File: src/rtl/seq_div_unit.sv
// seq_div_unit: multi-cycle unsigned restoring divider, one quotient bit per clock.
module seq_div_unit #(
  parameter int WIDTH = 8
) (
  input  logic             clk,
  input  logic             rst_n,
  input  logic             start,
  input  logic [WIDTH-1:0] dividend,
  input  logic [WIDTH-1:0] divisor,
  output logic             busy,
  output logic             done,
  output logic [WIDTH-1:0] quotient,
  output logic [WIDTH-1:0] remainder,
  output logic             div_by_zero
);
  typedef enum logic [1:0] {IDLE, CALC, DONE} state_t;
  localparam int CW = $clog2(WIDTH);
  state_t state_q, state_d;
  logic [CW-1:0] cnt_q, cnt_d;
  logic [WIDTH-1:0] rem_q, rem_d, dvd_q, dvd_d, dsr_q, dsr_d;
  logic [WIDTH-1:0] quo_q, quo_d, rmd_q, rmd_d;
  logic busy_q, busy_d, done_q, done_d, dbz_q, dbz_d;
  logic [WIDTH:0] trial, diff;
  logic accept, ge;
  // dvd_q shifts the dividend out at the top while quotient bits enter at the bottom
  always_comb begin
    state_d = state_q;
    cnt_d   = cnt_q;
    rem_d   = rem_q;
    dvd_d   = dvd_q;
    dsr_d   = dsr_q;
    quo_d   = quo_q;
    rmd_d   = rmd_q;
    busy_d  = busy_q;
    done_d  = 1'b0;
    dbz_d   = dbz_q;
    trial   = {rem_q, dvd_q[WIDTH-1]};
    diff    = trial - {1'b0, dsr_q};
    ge      = ~diff[WIDTH];
    accept  = start && (state_q != CALC);
    if (accept) begin
      dvd_d = dividend;
      dsr_d = divisor;
      rem_d = '0;
      dbz_d = (divisor == '0);
      if (divisor == '0) begin
        state_d = DONE;
        done_d  = 1'b1;
        quo_d   = '1;
        rmd_d   = dividend;
      end else begin
        state_d = CALC;
        busy_d  = 1'b1;
        cnt_d   = CW'(WIDTH - 1);
      end
    end else if (state_q == CALC) begin
      rem_d = ge ? diff[WIDTH-1:0] : trial[WIDTH-1:0];
      dvd_d = {dvd_q[WIDTH-2:0], ge};
      cnt_d = cnt_q - CW'(1);
      if (cnt_q == '0) begin
        state_d = DONE;
        busy_d  = 1'b0;
        done_d  = 1'b1;
        quo_d   = dvd_d;
        rmd_d   = rem_d;
      end
    end else if (state_q == DONE) begin
      state_d = IDLE;
    end
  end
  always_ff @(posedge clk or negedge rst_n) begin
    if (!rst_n) begin
      state_q <= IDLE;
      cnt_q   <= '0;
      rem_q   <= '0;
      dvd_q   <= '0;
      dsr_q   <= '0;
      quo_q   <= '0;
      rmd_q   <= '0;
      busy_q  <= 1'b0;
      done_q  <= 1'b0;
      dbz_q   <= 1'b0;
    end else begin
      state_q <= state_d;
      cnt_q   <= cnt_d;
      rem_q   <= rem_d;
      dvd_q   <= dvd_d;
      dsr_q   <= dsr_d;
      quo_q   <= quo_d;
      rmd_q   <= rmd_d;
      busy_q  <= busy_d;
      done_q  <= done_d;
      dbz_q   <= dbz_d;
    end
  end
  assign busy        = busy_q;
  assign done        = done_q;
  assign quotient    = quo_q;
  assign remainder   = rmd_q;
  assign div_by_zero = dbz_q;
endmodule

File: config.mk
export PLATFORM = sky130hd
export DESIGN_NAME = seq_div_unit
export DESIGN_NICKNAME = d
export VERILOG_FILES = /design/src/rtl/seq_div_unit.sv
export SDC_FILE = /design/constraint.sdc
export NUM_CORES = 1
export LEC_CHECK = 0
export CAP_MARGIN = 30
export CORE_MARGIN = 3
export CORE_UTILIZATION = 50
export CTS_CLUSTER_DIAMETER = 40
export DETAILED_ROUTE_END_ITERATION = 7
export GPL_TIMING_DRIVEN = 0
export PLACE_DENSITY_LB_ADDON = 0.3
export SLEW_MARGIN = 10
export SYNTH_ARGS = -nofsm -noshare
export SYNTH_HDL_FRONTEND = slang
export SYNTH_SLANG_ARGS = --single-unit
File: constraint.sdc
create_clock -name clk -period 6.64 [get_ports clk]
set_input_delay 0.664 -clock clk [delete_from_list [all_inputs] [get_ports clk]]
set_output_delay 0.664 -clock clk [all_outputs]
set_load 0.05 [all_outputs]
==> flow_metrics.env <==
export IMPL_synth_seq_cells=48
export IMPL_hpwlAfterDp_um=4800
export IMPL_min_path_type="in2async"
export IMPL_cap_violations=0
export IMPL_grt_pass1_vias=2146
export IMPL_r2r_start="dvd_q[7]"
export IMPL_h_tree_depth=2
export IMPL_die_y_um=78.3
export IMPL_status="completed"
export IMPL_cts_repair_resize_count=0
export IMPL_yosys_warnings=0
export IMPL_coreArea_um2=4880
export IMPL_setup_tns_ps=0
export IMPL_met1_usage_pct=31.1
export IMPL_ys_seq_area_share_pct=45.9
export IMPL_r2r_cells=10
export IMPL_cp_arrival_ps=2970
export IMPL_crit_fanout=10
export IMPL_wl_per_cell_um=16.1
export IMPL_final_area_um2=3170
export IMPL_max_freq_mhz=355
export IMPL_numCtsBuffers=5
export IMPL_hold_viol_final=0
export IMPL_synthesis_area_um2=2620
export IMPL_ys_types=50
export IMPL_cp_end_kind="register"
export IMPL_yosys_area_top_type_share_pct=45.9
export IMPL_setup_worst_path_class="reg2reg"
export IMPL_hold_buffers=0
export IMPL_relSlewSlack_pct=52.0
export IMPL_crit_family="compound AO/OA/AOI/OAI gates"
export IMPL_tightest_slew_ps=720
export IMPL_setup_ws_ps=3820
export IMPL_finClkSkew_ps=8.43
export IMPL_ant_nets=0
export IMPL_rows=25
export IMPL_peakVddDrop_v=0.000307
export IMPL_place_gp_congestion=0.885
export IMPL_num_vias=2166
export IMPL_grt_util_met2_pct=34.1
export IMPL_n_fill_cell=435
export IMPL_initial_utilization_pct=53.6
export IMPL_synth_edf_count=0
export IMPL_fp_dieW_um=78.3
export IMPL_cts_tree="built"
export IMPL_synth_fp_nets=309
export IMPL_antenna_found_initial=0
export IMPL_viasPerCell=5.53
export IMPL_dr_pass1_iters=4
export IMPL_diodes=0
export IMPL_placed_cell_area_um2=3080
export IMPL_nets=354
export IMPL_grt_start_max_net_pins=29
export IMPL_ys_top_cells_by_area="dfrtp_1 (46%), o21ai_0 (7.7%), nand2_1 (7.6%), mux2i_1 (5.7%), ha_1 (4.8%)"
export IMPL_grt_use_total_pct=22.1
export IMPL_gr_usage_met3_pct=4.13
export IMPL_avgSynthCellArea_um2=9.37
export IMPL_min_period_ps=2820
export IMPL_cp_required_ps=6800
export IMPL_postLayoutCoreUtil_pct=65.1
export IMPL_drt_iter0_drc=140
export IMPL_crit_top_cell="inv_1"
export IMPL_grt_pass1_wl_um=10500
export IMPL_r2r_slack_ps=3820
export IMPL_clock_sinks=48
export IMPL_drt_wl_total_um=6310
export IMPL_powerDensity_nw_per_um2=598
export IMPL_pin_count=38
export IMPL_yosysTopAreaCell="dfrtp_1"
export IMPL_final_layout_size_suffix_gt1_share_pct=6.46
export IMPL_start_kind="register"
export IMPL_leakage_nw=1.39
export IMPL_max_stage_delay_ps=450
export IMPL_clk_pin_slew_ps=90
export IMPL_area_growth_syn_to_layout_pct=21.4
export IMPL_maxSlewViolCount=0
export IMPL_busiest_layer="met2"
export IMPL_die_area_um2=6130
export IMPL_worst_path_max_delay_cell="fa_1"
export IMPL_place_ws_ps=3850
export IMPL_insertion_delay_ps=300
export IMPL_path_cells="inv_1 > ha_1 > inv_1 > fa_1 > a211oi_4 > o211ai_2 > a221oi_2 > buf_6 > mux2i_1 > o221ai_1"
export IMPL_fin_crit_sh_pct=42.4
export IMPL_drc_errors=0
export IMPL_syn_inst=279
export IMPL_clockRootBuffer="clkbuf_8"
export IMPL_synth_ff_type="dfrtp_1"
export IMPL_path_buf_inv=3
export IMPL_async_flop_share_pct=100
export IMPL_setup_viol=0
export IMPL_ctsLongestPathBuffers=2
export IMPL_rsz0062_at_grt="no"
export IMPL_rr_endpoint="remainder[1]"
export IMPL_io_buffer_count=37
export IMPL_post_cts_buffers=0
export IMPL_grt_ovfl_total=0
-- metal layers --
layer / wire length, um / vias up
li1: - / 1068
met1: 2980 / 1021
met2: 2910 / 60
met3: 258 / 17
met4: 162 / 0
met5: 0 / -
-- cell type report --
class / count / area [um^2] / share of cell area [%]
Clock buffer: 8 / 90.1 / 2.84
Sequential cell: 48 / 1200 / 37.8
Inverter: 16 / 60.1 / 1.89
Timing Repair Buffer: 38 / 385 / 12.1
Tap cell: 67 / 83.8 / 2.64
Multi-Input combinational cell: 198 / 1280 / 40.4
Buffer: 17 / 72.6 / 2.29
-- worst max-delay path by stage --
stage	depth (start not counted)	from	end
floorplan	10	dvd_q[7]	remainder[6]
global placement	1	rst_n	quotient[6]
detailed placement	10	dvd_q[7]	remainder[6]
CTS	10	dvd_q[7]	remainder[6]
global route	10	dvd_q[7]	remainder[6]
finish	10	dvd_q[7]	remainder[1]
-- power breakdown --
| part | total [mW] | internal (mW) | switching (mW) | leakage (nW) |
|---|---|---|---|---|
| registers | 0.519 | 0.429 | 0.0903 | 0.562 |
| logic | 1.20 | 0.460 | 0.740 | 0.780 |
| clock network | 0.179 | 0.0851 | 0.0944 | 0.0455 |
-- through the flow --
| stage | hold slack, ps | instances | power (mW) |
|---|---|---|---|
| after CTS | 332 | 392 | 1.90 |
| after global placement | 428 | 383 | 1.67 |
| after floorplan | 368 | 279 | 1.39 |
| after global routing | 349 | 392 | 2.05 |
| after detailed placement | 437 | 384 | 1.71 |
| final | 319 | 392 | 1.90 |
-- synth_stat cells (3+ instances only) --
library cell and n:
ha_1 10, o221ai_1 6, nand2b_1 3, nand3_1 10, clkbuf_1 14, nor2_1 7
inv_1 16, nor2b_1 3, dfrtp_1 48, a21oi_1 7, mux2i_1 15, o21ai_0 40
xor2_1 3, nand2_1 53
-- registers in the layout (all words and copies together), names as in the netlist --
signal,flops
div_by_zero,1
busy,1
dsr_q,8
rem_q,8
done,1
cnt_q,3
quotient,8
state_q,2
remainder,8
dvd_q,8
-- logic make-up (layout without fill, tap and decap cells) --
| kind of cell | count (synthesis) | in the layout | share of synthesized area, % |
|---|---|---|---|
| xor gates and xnor gates | 4 | 4 | 1.34 |
| buffers and inverters | 33 | 79 | 5.07 |
| AOI/OAI and AO/OA | 80 | 80 | 21.0 |
| DFF | 48 | 48 | 45.9 |
| and+or+nand+nor | 86 | 86 | 14.5 |
| muxes | 17 | 17 | 6.60 |
| adders and majority gates | 11 | 11 | 5.55 |
-- cell usage in the layout, fill, tap and decap left out, drive strengths merged, types with 2 or more instances in the layout --
cell type      count
nor2b              3
a21oi              9
nand3             10
nor3               2
ha                10
inv               16
xor2               3
mux2i             15
a221oi             2
nand2             53
nor4               2
mux2               2
a21boi             2
o21ai             42
a211oi             3
dfrtp             48
clkbuf            22
nor2               7
buf                5
nand2b             3
o221ai             7
clkdlybuf4s50     36
o211ai             3
(Power assumes the default switching activity.)
